<file path="src/rtl/oam_dma_if.sv">
// Bus bundle between the OAM DMA engine, the CPU write port and the system bus.
// Latency: none (wires only).
// Backpressure: none; the CPU is stalled through cpu_halt while DMA owns the bus.
interface oam_dma_if;
  logic [15:0] cpu_addr;
  logic [7:0]  cpu_wdata;
  logic        cpu_we;
  logic [7:0]  mem_rdata;
  logic        cpu_halt;
  logic        bus_sel;
  logic [15:0] dma_addr;
  logic        dma_rd;
  logic        dma_we;
  logic [7:0]  dma_wdata;
  logic        busy;

  // DMA engine view
  modport slave (
    input  cpu_addr, cpu_wdata, cpu_we, mem_rdata,
    output cpu_halt, bus_sel, dma_addr, dma_rd, dma_we, dma_wdata, busy
  );

  // CPU / system bus view
  modport master (
    output cpu_addr, cpu_wdata, cpu_we, mem_rdata,
    input  cpu_halt, bus_sel, dma_addr, dma_rd, dma_we, dma_wdata, busy
  );
endinterface

</file>
<file path="src/rtl/oam_dma.sv">
// Sprite OAM DMA: copies one 256-byte page to OAM_PORT with interleaved read/write cycles.
// Latency: 513 halted cycles per transfer, 514 when an alignment cycle is needed.
// Backpressure: none accepted; the CPU is stalled via cpu_halt, triggers while busy are dropped.
module oam_dma #(
  parameter logic [15:0] DMA_REG  = 16'h4014,
  parameter logic [15:0] OAM_PORT = 16'h2004
) (
  input logic      clk,
  input logic      rst,
  oam_dma_if.slave bus
);

  typedef enum logic [2:0] {
    S_IDLE,
    S_HALT,
    S_ALIGN,
    S_READ,
    S_WRITE
  } state_t;

  state_t      r_state;
  logic        r_parity;
  logic [7:0]  r_page;
  logic [7:0]  r_offset;
  logic [7:0]  r_data;
  logic        r_cpu_halt;
  logic        r_busy;
  logic        r_bus_sel;
  logic        r_dma_rd;
  logic        r_dma_we;
  logic [15:0] r_dma_addr;

  logic        w_trigger;
  logic [7:0]  w_offset_inc;

  assign w_trigger    = bus.cpu_we && (bus.cpu_addr == DMA_REG);
  assign w_offset_inc = r_offset + 8'd1;

  // Every output is a flop so reset clears it immediately and cpu_halt never sees cpu_we combinationally
  assign bus.cpu_halt  = r_cpu_halt;
  assign bus.busy      = r_busy;
  assign bus.bus_sel   = r_bus_sel;
  assign bus.dma_rd    = r_dma_rd;
  assign bus.dma_we    = r_dma_we;
  assign bus.dma_addr  = r_dma_addr;
  assign bus.dma_wdata = r_data;

  // Free-running cycle parity; decides whether the halt must be padded by one alignment cycle
  always_ff @(posedge clk or posedge rst) begin
    if (rst) begin
      r_parity <= 1'b0;
    end else begin
      r_parity <= ~r_parity;
    end
  end

  // Transfer FSM; bus outputs are loaded with the values belonging to the state being entered
  always_ff @(posedge clk or posedge rst) begin
    if (rst) begin
      r_state    <= S_IDLE;
      r_page     <= 8'h00;
      r_offset   <= 8'h00;
      r_data     <= 8'h00;
      r_cpu_halt <= 1'b0;
      r_busy     <= 1'b0;
      r_bus_sel  <= 1'b0;
      r_dma_rd   <= 1'b0;
      r_dma_we   <= 1'b0;
      r_dma_addr <= 16'h0000;
    end else begin
      r_bus_sel  <= 1'b0;
      r_dma_rd   <= 1'b0;
      r_dma_we   <= 1'b0;
      r_dma_addr <= 16'h0000;
      case (r_state)
        S_IDLE: begin
          if (w_trigger) begin
            r_page     <= bus.cpu_wdata;
            r_offset   <= 8'h00;
            r_state    <= S_HALT;
            r_cpu_halt <= 1'b1;
            r_busy     <= 1'b1;
          end
        end
        S_HALT: begin
          if (r_parity) begin
            r_state <= S_ALIGN;
          end else begin
            r_state    <= S_READ;
            r_bus_sel  <= 1'b1;
            r_dma_rd   <= 1'b1;
            r_dma_addr <= {r_page, r_offset};
          end
        end
        S_ALIGN: begin
          r_state    <= S_READ;
          r_bus_sel  <= 1'b1;
          r_dma_rd   <= 1'b1;
          r_dma_addr <= {r_page, r_offset};
        end
        S_READ: begin
          // mem_rdata answers the address presented during this READ cycle
          r_data     <= bus.mem_rdata;
          r_state    <= S_WRITE;
          r_bus_sel  <= 1'b1;
          r_dma_we   <= 1'b1;
          r_dma_addr <= OAM_PORT;
        end
        S_WRITE: begin
          if (r_offset == 8'hFF) begin
            // Stop at the page end rather than wrapping the offset into the next page
            r_state    <= S_IDLE;
            r_cpu_halt <= 1'b0;
            r_busy     <= 1'b0;
          end else begin
            r_offset   <= w_offset_inc;
            r_state    <= S_READ;
            r_bus_sel  <= 1'b1;
            r_dma_rd   <= 1'b1;
            r_dma_addr <= {r_page, w_offset_inc};
          end
        end
        default: begin
          r_state    <= S_IDLE;
          r_cpu_halt <= 1'b0;
          r_busy     <= 1'b0;
        end
      endcase
    end
  end

endmodule

</file>
<file path="src/flat_wrapper.sv">
// flat-port wrapper written by rule: the top's interface ports become plain ports
module oam_dma_flat 
#(
  parameter logic [15:0] DMA_REG  = 16'h4014,
  parameter logic [15:0] OAM_PORT = 16'h2004
)
  (clk, rst, bus_cpu_addr, bus_cpu_wdata, bus_cpu_we, bus_mem_rdata, bus_cpu_halt, bus_bus_sel, bus_dma_addr, bus_dma_rd, bus_dma_we, bus_dma_wdata, bus_busy);
  oam_dma_if bus_i ();
  input logic clk;
  input logic rst;
  input wire logic [$bits(bus_i.cpu_addr)-1:0] bus_cpu_addr;
  input wire logic [$bits(bus_i.cpu_wdata)-1:0] bus_cpu_wdata;
  input wire logic [$bits(bus_i.cpu_we)-1:0] bus_cpu_we;
  input wire logic [$bits(bus_i.mem_rdata)-1:0] bus_mem_rdata;
  output wire logic [$bits(bus_i.cpu_halt)-1:0] bus_cpu_halt;
  output wire logic [$bits(bus_i.bus_sel)-1:0] bus_bus_sel;
  output wire logic [$bits(bus_i.dma_addr)-1:0] bus_dma_addr;
  output wire logic [$bits(bus_i.dma_rd)-1:0] bus_dma_rd;
  output wire logic [$bits(bus_i.dma_we)-1:0] bus_dma_we;
  output wire logic [$bits(bus_i.dma_wdata)-1:0] bus_dma_wdata;
  output wire logic [$bits(bus_i.busy)-1:0] bus_busy;
  assign bus_i.cpu_addr = bus_cpu_addr;
  assign bus_i.cpu_wdata = bus_cpu_wdata;
  assign bus_i.cpu_we = bus_cpu_we;
  assign bus_i.mem_rdata = bus_mem_rdata;
  assign bus_cpu_halt = bus_i.cpu_halt;
  assign bus_bus_sel = bus_i.bus_sel;
  assign bus_dma_addr = bus_i.dma_addr;
  assign bus_dma_rd = bus_i.dma_rd;
  assign bus_dma_we = bus_i.dma_we;
  assign bus_dma_wdata = bus_i.dma_wdata;
  assign bus_busy = bus_i.busy;
  oam_dma #(.DMA_REG(DMA_REG), .OAM_PORT(OAM_PORT)) u_core (.clk(clk), .rst(rst), .bus(bus_i));
endmodule
</file>
<file path="config.mk">
export PLATFORM = sky130hd
export DESIGN_NAME = oam_dma_flat
export DESIGN_NICKNAME = d
export VERILOG_FILES = /design/src/rtl/oam_dma_if.sv /design/src/rtl/oam_dma.sv /design/src/flat_wrapper.sv
export SDC_FILE = /design/constraint.sdc
export NUM_CORES = 1
export LEC_CHECK = 0
export ABC_CLOCK_PERIOD_IN_PS = 2000
export CAP_MARGIN = 30
export CORE_ASPECT_RATIO = 1.4
export CORE_UTILIZATION = 30
export DETAILED_ROUTE_END_ITERATION = 6
export PLACE_DENSITY = 0.66
export SETUP_SLACK_MARGIN = 0.2
export SLEW_MARGIN = 10
export SYNTH_ARGS = -nofsm -noshare
export SYNTH_HDL_FRONTEND = slang
export SYNTH_SLANG_ARGS = --single-unit
</file>
<file path="constraint.sdc">
create_clock -name clk -period 2 [get_ports clk]
set_input_delay 0.6 -clock clk [delete_from_list [all_inputs] [get_ports clk]]
set_output_delay 0.6 -clock clk [all_outputs]
set_load 0.02 [all_outputs]
</file>
# Yosys cells after proc, flatten, opt, wreduce, memory -nomap -nowiden
# Cells that the tools add are included.
[classes]
add_sub_neg = 1
n_eq_ne = 9
mux = 18
bitwise = 2
n_reduce_logical = 8
[ops]
columns = ["op", "n"]
rows = [
  ["case mux 16 bit (4 select lines)", 1],
  ["2-to-1 mux 16 bit", 2],
  ["equality test 16 x 15 -> 1 bit, second input constant", 1],
  ["2-to-1 mux 8 bit", 2],
  ["case mux 8 bit (2 select lines)", 1],
  ["case mux 3 bit (5 select lines)", 1],
  ["case mux 1 bit (3 select lines)", 3],
  ["adder 8 x 1 -> 8 bit, second input constant", 1],
  ["equality test 8 bit, second input constant", 1],
  ["equality test 3 x 2 -> 1 bit, second input constant", 2],
  ["2-to-1 mux 1 bit", 6],
  ["AND reduction 3 bit", 2],
  ["inequality test 2 x 1 -> 1 bit, second input constant", 2],
  ["equality test 3 x 1 -> 1 bit, second input constant", 1],
  ["equality test 3 bit, second input constant", 1],
  ["logical NOT 3 bit", 1],
  ["2-to-1 mux 3 bit", 1],
  ["OR reduction 3 bit", 1],
  ["2-to-1 mux 2 bit", 1],
  ["inequality test 2 bit, second input constant", 1],
  ["inverter 1 bit", 2],
  ["AND reduction 2 bit", 1],
  ["nonzero test 2 bit", 1],
  ["OR reduction 2 bit", 1],
  ["logical AND 1 bit", 1],
]
[word_totals]
reg_bits = 48
input_bits = 35
out_inout_bits = 29

# Longest topological paths before layout
[depth]
word_depth = 4
ltp_mapped = 6

# Worst setup path after synthesis
# Ideal clock, no wire load.
[synth_path]
path_kind = "input to register"
start = "input bus_cpu_addr[8]"
end = "register u_core.r_page[0]"
setup_time_ns = 0.127
arrival_ns = 1.726
required_time_ns = 1.873
slack_ns = 0.146
stages = 5
path_cell_list = "nor4_1 -> nand3_2 -> nor2_4 -> buf_6 -> mux2_1"
[synth_between]
elab_chain_cells = 3
[synth_lines]
columns = ["item", "line_no", "rtl"]
rows = [
  ["start, declared", "flat_wrapper.sv:11", "input wire logic [$bits(bus_i.cpu_addr)-1:0] bus_cpu_addr;"],
  ["equality test 16 x 15 -> 1 bit", "oam_dma.sv:36", "assign w_trigger = bus.cpu_we && (bus.cpu_addr == DMA_REG);"],
  ["logical AND 1 bit", "oam_dma.sv:36", ""],
  ["AND reduction 2 bit (no source line)", "n/a", ""],
  ["end signal, assigned", "oam_dma.sv:78", "r_page <= bus.cpu_wdata;"],
  ["end, declared", "oam_dma.sv:23", "logic [7:0] r_page;"],
]
# Every way passes these cells.
# A chain may end at the register's enable or synchronous reset.

# Worst setup path after layout
[layout_path]
start = "input bus_cpu_addr[6]"
end = "register u_core.r_page[6]"
# Same word-level chain as after synthesis.

==> results.py <==
metrics = {
    "grt": {
        "busiest_layer": "met2",
        "grt_max_degree": 49,
        "grt_overflow_total": 0,
        "grt_pass1_wl_um": 7750,
        "met3_usage_pct": 2.84,
        "grt_pass1_vias": 1569,
        "grt_usage_pct": 14.0,
        "met2_usage_pct": 22.9,
        "use_met1_pct": 17.2,
        "antenna_found_initial": 0,
    },
    "routing": {
        "ant_nets": 0,
        "num_vias": 1634,
        "post-route-drc-count": 0,
        "initialDrtViolationCount": 129,
        "dr.pass1.iters": 4,
        "avgViaCountPerCell": 4.88,
        "wl_per_cell_um": 14.0,
        "drt-total-wl_um": 4680,
    },
    "synth": {
        "syn_area_um2": 2050,
        "synth_compound_area_share_pct": 10.9,
        "synth_warnings": 0,
        "synth-seq-cells": 48,
        "synthCells": 190,
        "synth_nets": 226,
        "synth_top_family_by_area": "simple AND/OR/NAND/NOR gates",
        "muxShareOfSynthArea_pct": 4.40,
        "synthSimpleGateAreaFrac_pct": 20.8,
        "synth.yosys.seq_area_share_pct": 58.7,
        "avgSynthCellArea_um2": 10.8,
        "synthAdderAreaFrac_pct": 0.611,
        "post_synth_num_cell_types": 43,
        "synthXorXnorAreaFrac_pct": 1.28,
    },
    "die": {
        "rows": 35,
        "core_area_um2": 6570,
        "pin_count": 64,
        "start_util_pct": 31.2,
        "dieArea_um2": 7160,
        "die-height_um": 99.7,
        "die_w_um": 71.8,
    },
    "finish": {
        "fillCellCount": 622,
        "nets": 296,
        "area_growth_pct": 47.4,
        "stdcell_area_um2": 3020,
        "antenna_cells": 0,
        "drive_gt1_share_pct": 16.1,
    },
    "power_and_ir_drop": {
        "p_int_w": 0.00217,
        "swShare_pct": 38.4,
        "total_leakage_power_nw": 1.50,
        "ir_worst_vdd_uv": 483,
        "share_comb_of_total_power_pct": 38.5,
        "p_per_area_nw_per_um2": 1170,
        "p_seq_share_pct": 40.4,
        "p_total_w": 0.00353,
        "switchingPower_w": 0.00136,
        "clkPwrFrac_pct": 21.1,
    },
    "placed_design": {
        "gp_congestion": 0.801,
        "port_buffers": 63,
        "placed_area_um2": 2780,
        "hpwl_um": 3010,
        "pre_cts_ws_ps": -272,
    },
    "critical_path": {
        "crit_type": "in -> reg",
        "cp.arrival_ps": 1960,
        "crit_fanout": 5,
        "required_ps": 2200,
        "endpoint_kind": "flip-flop",
        "cp-start-kind": "input pin",
    },
    "sta": {
        "setup_viol": 0,
        "rsz0062_at_grt": "false",
        "hold_viol_final": 0,
        "slew_headroom_pct": 71.5,
        "final_max_slew_viol_count": 0,
        "max_freq_ghz": 0.567,
        "fin_crit_ps": 1760,
        "fin_ws_ps": 236,
        "worstMarginPinSlew_ps": 425,
        "skew_ps": 8.23,
        "fin_crit_sh_pct": 88.2,
    },
    "clocking": {
        "cts_htree_levels": 2,
        "clock_sinks": 48,
        "cts_tree": "done",
        "cts_buffers": 5,
        "path_clk_slew_ps": 90,
        "clk_latency_ps": 310,
        "cts_hold_buf": 0,
        "clockRootBuffer": "clkbuf_8",
        "clockBufferDepth": 2,
    },
    "worst_hold_path": {
        "hold_class": "reg -> reg",
    },
    "outcome": {
        "run_status": "complete, no violations",
    },
    "run": {
        "maxCapViolCount": 0,
    },
}
==> cell families after synthesis <==
| group | after synthesis |
|---|---|
| xor gates and xnor gates | 3 |
| adders and majority gates | 1 |
| muxes | 8 |
| buffers and inverters | 14 |
| AOI/OAI and AO/OA | 35 |
| DFF | 48 |
| and+or+nand+nor | 81 |
==> path summary, 6_finish.rpt <==
path | start | end | slack [ps] | cells after the start
worst max-delay path | bus_cpu_addr[6] | u_core.r_page[6]$_DFFE_PP0P_ | 240 | 7
worst min-delay path | u_core.r_parity$_DFF_PP0_ | u_core.r_parity$_DFF_PP0_ | 420 | 1
worst max register to register | u_core.r_state[2]$_DFFE_PP0P_ | u_core.r_page[6]$_DFFE_PP0P_ | 270 | 6
worst min register to register | u_core.r_parity$_DFF_PP0_ | u_core.r_parity$_DFF_PP0_ | 420 | 1
max in group asynchronous | rst | u_core.r_state[2]$_DFFE_PP0P_ | 1130 | 3
min in group asynchronous | rst | u_core.bus.dma_wdata[5]$_DFFE_PP0N_ | 630 | 3
==> power groups by stage <==
stage	registers [W]	logic (W)	clock network, W
2_1_floorplan	0.00162	0.000693	0
3_3_place_gp	0.00144	0.00146	0
3_5_place_dp	0.00144	0.00148	0
4_1_cts	0.00142	0.00136	0.000765
5_1_grt	0.00147	0.00152	0.000808
6_report	0.00143	0.00136	0.000743
==> layer usage <==
| layer | vias to the layer above | part of all wire, % |
|---|---|---|
| li1 | 784 | - |
| met1 | 796 | 41 |
| met2 | 44 | 52 |
| met3 | 10 | 3.9 |
| met4 | 0 | 3.0 |
| met5 | - | 0 |
==> what timing repair did <==
action,CTS,global route
resized for setup,55,13
buffers inserted,2,2
setup endpoints to repair,45,15
hold endpoints to repair,0,0
cloned,1,0
pin swaps,8,7
==> layout make-up <==
cell class	count	area, um^2	share of cell area (%)
sequential	48	1200	39.8
multi-input combinational	128	872	28.9
timing repair buffer	72	711	23.5
tap	74	92.6	3.07
clock buffer	6	82.6	2.74
clock inverter	2	38.8	1.29
inverter	5	18.8	0.622
==> cell usage after synthesis (all sizes together) <==
cell type	instances	area, um^2
nand3b	1	7.51
o21bai	1	7.51
a21oi	5	36.3
and2	1	6.26
nor2	3	26.3
nand2	45	169
nor4b	2	23.8
and4	1	8.76
or3b	2	17.5
clkbuf	3	11.3
o31ai	1	7.51
inv	4	15.0
or2	2	12.5
ha	1	12.5
o21a	3	22.5
dfrtp	48	1200
nor2b	7	43.8
o211ai	1	7.51
nor4	4	25.0
o22ai	3	18.8
clkinv	1	3.75
a21o	4	30.0
nand3	7	40.0
nor3b	1	12.5
nor3	2	10.0
o41ai	1	8.76
o21ai	16	83.8
mux2	8	90.1
nand4	1	6.26
buf	6	38.8
xor2	1	8.76
nor4bb	1	10.0
xnor2	2	17.5
nand2b	1	6.26
==> state kept, by name (all words and copies together) (netlist names) <==
register and cells:
u_core.bus.cpu_halt 1, u_core.bus.dma_wdata 8, u_core.r_state 3, u_core.bus.bus_sel 1
u_core.bus.dma_rd 1, u_core.r_page 8, u_core.bus.dma_addr 16, u_core.bus.dma_we 1
u_core.r_offset 8, u_core.r_parity 1
==> layout by cell type (no fill, tap or decap), types with 2 or more instances in the layout <==
cell	instances
o22ai_1	3
buf_12	3
or3b_1	2
nand2_1	44
o21ai_0	14
nand3_1	6
clkdlybuf4s50_1	17
buf_4	4
or2_2	2
dfrtp_1	47
nor4_1	2
a21o_1	4
nor4b_4	2
clkbuf_8	6
xnor2_1	2
inv_1	3
o21a_1	3
clkdlybuf4s15_1	4
nor2_4	2
nor3_1	2
nor2b_1	7
dlygate4sd2_1	41
a21oi_1	4
mux2_4	8
==> worst max-delay path, stage by stage <==
cell           delay [ps]
dlygate4sd2_1         260
nor4b_4               290
nand3_2               140
nor2_4                150
buf_6                 120
buf_12                110
mux2_4                290
==> stage by stage <==
stage / utilization (%) / std cells / TNS [ps] / hold WS (ps)
4_1_cts: 44.9 / 333 / 0 / 424
5_1_grt: 45.9 / 335 / 0 / 472
6_report: 45.9 / 335 / 0 / 424
2_1_floorplan: - / 190 / 0 / 389
3_3_place_gp: 42.3 / 322 / -3410 / 404
3_5_place_dp: 42.3 / 322 / -3830 / 406
(Power assumes the default switching activity.)
